`src/rtl/dds_mod_controller.sv`:
```
// dds_mod_controller: symbol sequencer for the DDS sine datapath.
// Accepts one data bit per symbol over a valid/ready handshake, holds it
// for SYMBOL_CYCLES clocks and drives phase step, phase offset and amplitude
// gate for ASK (mode 00/11), FSK (01) or BPSK (10).
// Optional preamble: define DDS_CTRL_PREAMBLE_EN to prefix every burst with
// PREAMBLE_LEN alternating 1,0,... symbols before the first data symbol.
module dds_mod_controller #(
  parameter int unsigned PHASE_WIDTH   = 8,
  parameter int unsigned CNT_WIDTH     = 8,
  parameter int unsigned SYMBOL_CYCLES = 64,
  parameter int unsigned INC_F0        = 1,
  parameter int unsigned INC_F1        = 2,
  parameter int unsigned PREAMBLE_LEN  = 8
) (
  input  logic                   clk,
  input  logic                   rst,
  input  logic [1:0]             mode,
  input  logic                   bit_in,
  input  logic                   bit_valid,
  output logic                   bit_ready,
  output logic                   dds_en,
  output logic                   dds_clr,
  output logic [PHASE_WIDTH-1:0] phase_inc,
  output logic [PHASE_WIDTH-1:0] phase_off,
  output logic                   amp_en,
  output logic                   sym_start,
  output logic                   busy
);

`ifdef DDS_CTRL_PREAMBLE_EN
  typedef enum logic [1:0] {S_IDLE, S_PRE, S_SYM} state_t;
  localparam int unsigned PRE_IW = (PREAMBLE_LEN > 1) ? $clog2(PREAMBLE_LEN) : 1;
  localparam logic [PRE_IW-1:0] PRE_LAST = PRE_IW'(PREAMBLE_LEN - 1);
`else
  typedef enum logic [1:0] {S_IDLE, S_SYM} state_t;
`endif

  localparam logic [CNT_WIDTH-1:0]   CNT_LAST = CNT_WIDTH'(SYMBOL_CYCLES - 1);
  localparam logic [PHASE_WIDTH-1:0] P_F0     = PHASE_WIDTH'(INC_F0);
  localparam logic [PHASE_WIDTH-1:0] P_F1     = PHASE_WIDTH'(INC_F1);
  localparam logic [PHASE_WIDTH-1:0] P_HALF   = {1'b1, {(PHASE_WIDTH-1){1'b0}}};

  state_t               r_state;
  state_t               w_state_nxt;
  logic [CNT_WIDTH-1:0] r_cnt;
  logic [1:0]           r_mode;
  logic                 r_bit;
  logic                 r_clr;
  logic                 w_last;
  logic                 w_xfer;
  logic                 w_active;

`ifdef DDS_CTRL_PREAMBLE_EN
  logic                 r_held;
  logic [PRE_IW-1:0]    r_pre_idx;
`endif

  assign w_last    = (r_cnt == CNT_LAST);
  assign bit_ready = (r_state == S_IDLE) || ((r_state == S_SYM) && w_last);
  assign w_xfer    = bit_valid && bit_ready;
  assign w_active  = (r_state != S_IDLE);

  // State register
  always_ff @(posedge clk or negedge rst) begin
    if (!rst) r_state <= S_IDLE;
    else      r_state <= w_state_nxt;
  end

  // Next-state logic
  always_comb begin
    w_state_nxt = r_state;
    case (r_state)
`ifdef DDS_CTRL_PREAMBLE_EN
      S_IDLE: if (w_xfer) w_state_nxt = S_PRE;
      S_PRE:  if (w_last && (r_pre_idx == PRE_LAST)) w_state_nxt = S_SYM;
`else
      S_IDLE: if (w_xfer) w_state_nxt = S_SYM;
`endif
      S_SYM:  if (w_last && !w_xfer) w_state_nxt = S_IDLE;
      default: w_state_nxt = S_IDLE;
    endcase
  end

  // Symbol counter, latched mode, current symbol bit and first-symbol clear flag
  always_ff @(posedge clk or negedge rst) begin
    if (!rst) begin
      r_cnt  <= '0;
      r_mode <= '0;
      r_bit  <= 1'b0;
      r_clr  <= 1'b0;
    end else begin
      r_clr <= (r_state == S_IDLE) && w_xfer;
      if (r_state == S_IDLE) begin
        r_cnt <= '0;
        if (w_xfer) begin
          r_mode <= mode;
`ifdef DDS_CTRL_PREAMBLE_EN
          r_bit  <= 1'b1;
`else
          r_bit  <= bit_in;
`endif
        end
      end else if (w_last) begin
        r_cnt <= '0;
        if (w_xfer) r_bit <= bit_in;
`ifdef DDS_CTRL_PREAMBLE_EN
        // Preamble alternates each symbol; the held data bit follows the last one.
        if (r_state == S_PRE) r_bit <= (r_pre_idx == PRE_LAST) ? r_held : ~r_bit;
`endif
      end else begin
        r_cnt <= r_cnt + 1'b1;
      end
    end
  end

`ifdef DDS_CTRL_PREAMBLE_EN
  // Preamble symbol index and the data bit held back during the preamble
  always_ff @(posedge clk or negedge rst) begin
    if (!rst) begin
      r_held    <= 1'b0;
      r_pre_idx <= '0;
    end else if ((r_state == S_IDLE) && w_xfer) begin
      r_held    <= bit_in;
      r_pre_idx <= '0;
    end else if ((r_state == S_PRE) && w_last) begin
      r_pre_idx <= r_pre_idx + 1'b1;
    end
  end
`endif

  // Output decode from registered state, counter, mode and symbol bit
  always_comb begin
    busy      = w_active;
    dds_en    = w_active;
    dds_clr   = r_clr;
    sym_start = w_active && (r_cnt == '0);
    phase_inc = '0;
    phase_off = '0;
    amp_en    = 1'b0;
    if (w_active) begin
      case (r_mode)
        2'b01: begin
          phase_inc = r_bit ? P_F1 : P_F0;
          amp_en    = 1'b1;
        end
        2'b10: begin
          phase_inc = P_F0;
          phase_off = r_bit ? P_HALF : '0;
          amp_en    = 1'b1;
        end
        default: begin
          phase_inc = P_F0;
          amp_en    = r_bit;
        end
      endcase
    end
  end

endmodule

```
`config.mk`:
```
export PLATFORM = sky130hd
export DESIGN_NAME = dds_mod_controller
export DESIGN_NICKNAME = d
export VERILOG_FILES = /design/src/rtl/dds_mod_controller.sv
export SDC_FILE = /design/constraint.sdc
export NUM_CORES = 1
export LEC_CHECK = 0
export BUFFER_PORTS_ARGS = -buffer_cell sky130_fd_sc_hd__buf_2
export CAP_MARGIN = 20
export CORE_UTILIZATION = 51
export CTS_CLUSTER_DIAMETER = 150
export DETAILED_ROUTE_END_ITERATION = 16
export PLACE_DENSITY_LB_ADDON = 0.3
export SLEW_MARGIN = 25
export SYNTH_ARGS = -nofsm -noshare
export SYNTH_HDL_FRONTEND = slang
export SYNTH_SLANG_ARGS = --single-unit
```
`constraint.sdc`:
```
create_clock -name clk -period 4.3 [get_ports clk]
set_input_delay 0.645 -clock clk [delete_from_list [all_inputs] [get_ports clk]]
set_output_delay 0.645 -clock clk [all_outputs]
set_load 0.01 [all_outputs]
```
==> results.txt <==
----------------------------------------------------
[Run status]
  Run status ... finished clean

[Detailed routing]
  Via-to-Cell Ratio ... 5.164
  Wire length per cell ... 11.69 µm
  Number of iterations in the first detailed-routing pass ... 4
  Number of design-rule violations left by the first detailed-router iteration ... 5
  Wirelength, routed ... 1286 µm
  Post-DRT Antenna Nets ... 0
  Total number of vias ... 568
  Drt drc ... 0

[Timing]
  RSZ-0062 raised after global routing ... no
  Final worst path period need ... 2.277 ns
  Setup skew after layout ... 0.01031 ns
  Pins over their slew limit ... 0
  Final setup margin ... 2.023 ns
  Tcrit/Tclk final ... 52.96%
  Endpoints failing setup ... 0
  Final hold violation count ... 0
  Max Clk Rate ... 439.1 MHz
  Sum of negative setup slack ... 0 ns

[Clock network]
  Count of buffers added by post-CTS timing repair for setup ... 0
  Skew-Pair Late Insertion Delay ... 0.28 ns
  Number of buffers between clock root and the deepest sink ... 2
  Hold buffer count at CTS ... 0
  CTS buffer count ... 3
  Clock slew at the register clock pins of the worst setup and hold paths ... 0.08 ns
  Clk Tree Root Cell ... clkbuf_4
  Number of sinks on the clock net ... 13
  Maximum level of the CTS H-tree ... 1
  Clock tree from TritonCTS ... yes
  Count of instances resized after the clock tree is built ... 0

[Setup path]
  Cells along the critical path ... ha_1 > and4_2 > a31o_2 > buf_2
  Critical path start-end classification ... reg -> out
  Register-to-register setup slack ... 2.75 ns
  Arrival time of data at the critical path endpoint ... 1.63 ns
  Slowest cell on the critical path ... dfrtp_1
  Highest cell delay on the worst timing path ... 0.42 ns
  Required time at the endpoint of the critical path ... 3.65 ns
  Category of the worst setup path launch point ... flip-flop
  Worst-path fanout max ... 5
  Nature of the critical path endpoint ... primary output

[Power]
  Share of total power in combinational logic ... 8.1%
  Areal power density over the cells ... 261.2 nW/µm²
  Fraction of power consumed by sequential logic ... 57.8%
  Switching share of total power ... 23.62%
  LEAKAGE ... 0.4363 nW
  Internal cell power ... 0.0001655 W
  Switching power total ... 0.00005117 W
  Max VDD drop ... 0.0001762 V
  Clock share of power ... 34.1%

[Place]
  Placement-stage worst setup slack ... 2.331 ns
  Port-buffer cells ... 14
  Gpl congestion ... 0.8460
  Final HPWL DP ... 960.1 µm

[GRT]
  GRT met2 Usage ... 24.22%
  Fraction of met3 tracks used by global routing ... 10.87%
  Largest net degree at the start of global routing ... 14
  Global routing's busiest layer ... met2
  GR Util met1 ... 22.45%
  First-pass GRT wire length ... 1869 µm
  Overall Global Routing Usage ... 17.91%
  Number of global-route vias before repair ... 449
  Initial antenna violation count ... 0
  Sum of overflow across all layers after global routing ... 0

[Synth]
  Count of different cell masters after synthesis ... 31
  Sequential-to-total area share from yosys stat ... 41.40%
  Flip-flop and latch count after synthesis ... 13
  Post-Syn Area ... 785.8 µm²
  Syn avg cell area ... 9.822 µm²
  Cells after synthesis ... 80
  Yosys warning total ... 0

[Job]
  Count of maximum capacitance violations ... 0

[Finish]
  Fin nets ... 106
  Final-layout fill cell count ... 116
  Commonest cells after routing, fill and taps aside ... buf_2, conb_1, dfrtp_1
  Count of inserted antenna diode cells ... 0
  Area growth, synth to finish ... 5.573%
  Final standard cell utilization of the core ... 60.71%
  Share of final-layout standard cells stronger than drive strength 1 ... 24.21%
  Most common library cell in the layout ignoring fill and taps ... buf_2

[Die]
  Standard-cell row count ... 13
  Y dimension of the die ... 41.25 µm
  Starting utilization of the core area ... 57.51%
  Number of ports placed on the die boundary ... 28
  Area of the core ... 1366 µm²
  Overall die area ... 1702 µm²
  Width of the chip ... 41.25 µm

[Hold path]
  Class of the tightest hold or removal check ... in -> async

----------------------------------------------------
-- sequential cells by signal (all words and copies together) (netlist names) --
register and flops:
dds_clr 1, r_cnt 8, r_state 1, r_bit 1, r_mode 2
-- worst max-delay path: cells and delay by family, from the launching register on --
| kind | cells | cell delay, ns |
|---|---|---|
| flops | 1 | 0.42 |
| fa+ha+maj | 1 | 0.28 |
| compound gates | 1 | 0.27 |
| simple gates | 1 | 0.26 |
| buf+inv | 1 | 0.14 |
-- worst paths after layout --
kind | startpoint | cells past startpoint | end
min reg2reg | r_cnt[0] | 1 | r_cnt[0]
max reg2reg | r_cnt[0] | 4 | r_bit
min | rst | 1 | r_cnt[5]
min in group clk | r_cnt[0] | 1 | r_cnt[0]
max in group asynchronous | rst | 1 | r_state[0]
max | r_cnt[0] | 4 | bit_ready
-- cell usage after synthesis (all sizes together) --
cell | number | area, µm²
o21ai | 2 | 10.01
a31o | 1 | 8.760
nand2b | 2 | 12.51
nor4 | 1 | 6.260
a41o | 1 | 10.01
dfrtp | 13 | 325.3
buf | 15 | 116.4
a21o | 1 | 7.510
and4b | 1 | 11.26
inv | 7 | 26.28
ha | 4 | 50.05
nand3 | 3 | 15.01
mux2i | 1 | 10.01
nand2 | 3 | 11.26
xor2 | 1 | 8.760
nand4 | 1 | 6.260
nor3 | 1 | 5.000
xnor2 | 2 | 17.52
and3 | 4 | 26.28
conb | 1 | 3.750
nor2b | 1 | 6.260
mux2 | 1 | 15.01
o221a | 1 | 11.26
nor2 | 5 | 18.77
and4 | 2 | 18.77
a21oi | 3 | 15.01
a31oi | 1 | 6.260
and2 | 1 | 6.260
-- metrics by stage --
step	instance area (µm²)	hold WS [ns]	power [W]	cells
5_1_grt	829.5	0.2417	0.0002273	110
3_5_place_dp	803.3	0.4942	0.0001451	106
4_1_cts	829.5	0.2365	0.0002191	110
6_report	829.5	0.2356	0.0002167	110
2_1_floorplan	830.8	0.3494	0.0001464	92
3_3_place_gp	803.3	0.4872	0.0001448	106
-- routing by layer --
metal / up-vias / wire (µm)
met5: - / 0
met1: 269 / 603
met4: 0 / 10
li1: 275 / -
met2: 22 / 579
met3: 2 / 92
-- cells by family (layout without fill, tap and decap cells) --
logic type	Yosys count	in the layout	share of synthesized area, %
simple gates	25	25	18.31
buf+inv	22	25	18.15
flops	13	13	41.40
compound gates	10	10	8.758
fa+ha+maj	4	4	6.370
xor+xnor	3	3	3.345
mux	2	2	3.184
other cells	1	13	0.4772
-- power groups by stage --
| stage | Combinational, W | Sequential (W) | Clock (W) |
|---|---|---|---|
| finish | 0.0000175 | 0.000125 | 0.0000740 |
| global route | 0.0000211 | 0.000125 | 0.0000809 |
| CTS | 0.0000177 | 0.000125 | 0.0000763 |
| detailed placement | 0.0000176 | 0.000128 | 0 |
| global placement | 0.0000173 | 0.000127 | 0 |
| floorplan | 0.0000192 | 0.000127 | 0 |
-- final cells by class --
cell class | instances | area [µm²] | area share [%]
flip-flops and latches | 13 | 325.3 | 39.22
multi-input cells | 57 | 362.8 | 43.74
well taps | 15 | 18.77 | 2.262
inverters | 7 | 26.28 | 3.167
clock buffers | 4 | 26.28 | 3.167
repair buffers | 14 | 70.07 | 8.446
Power figures use the tool's default switching activity.
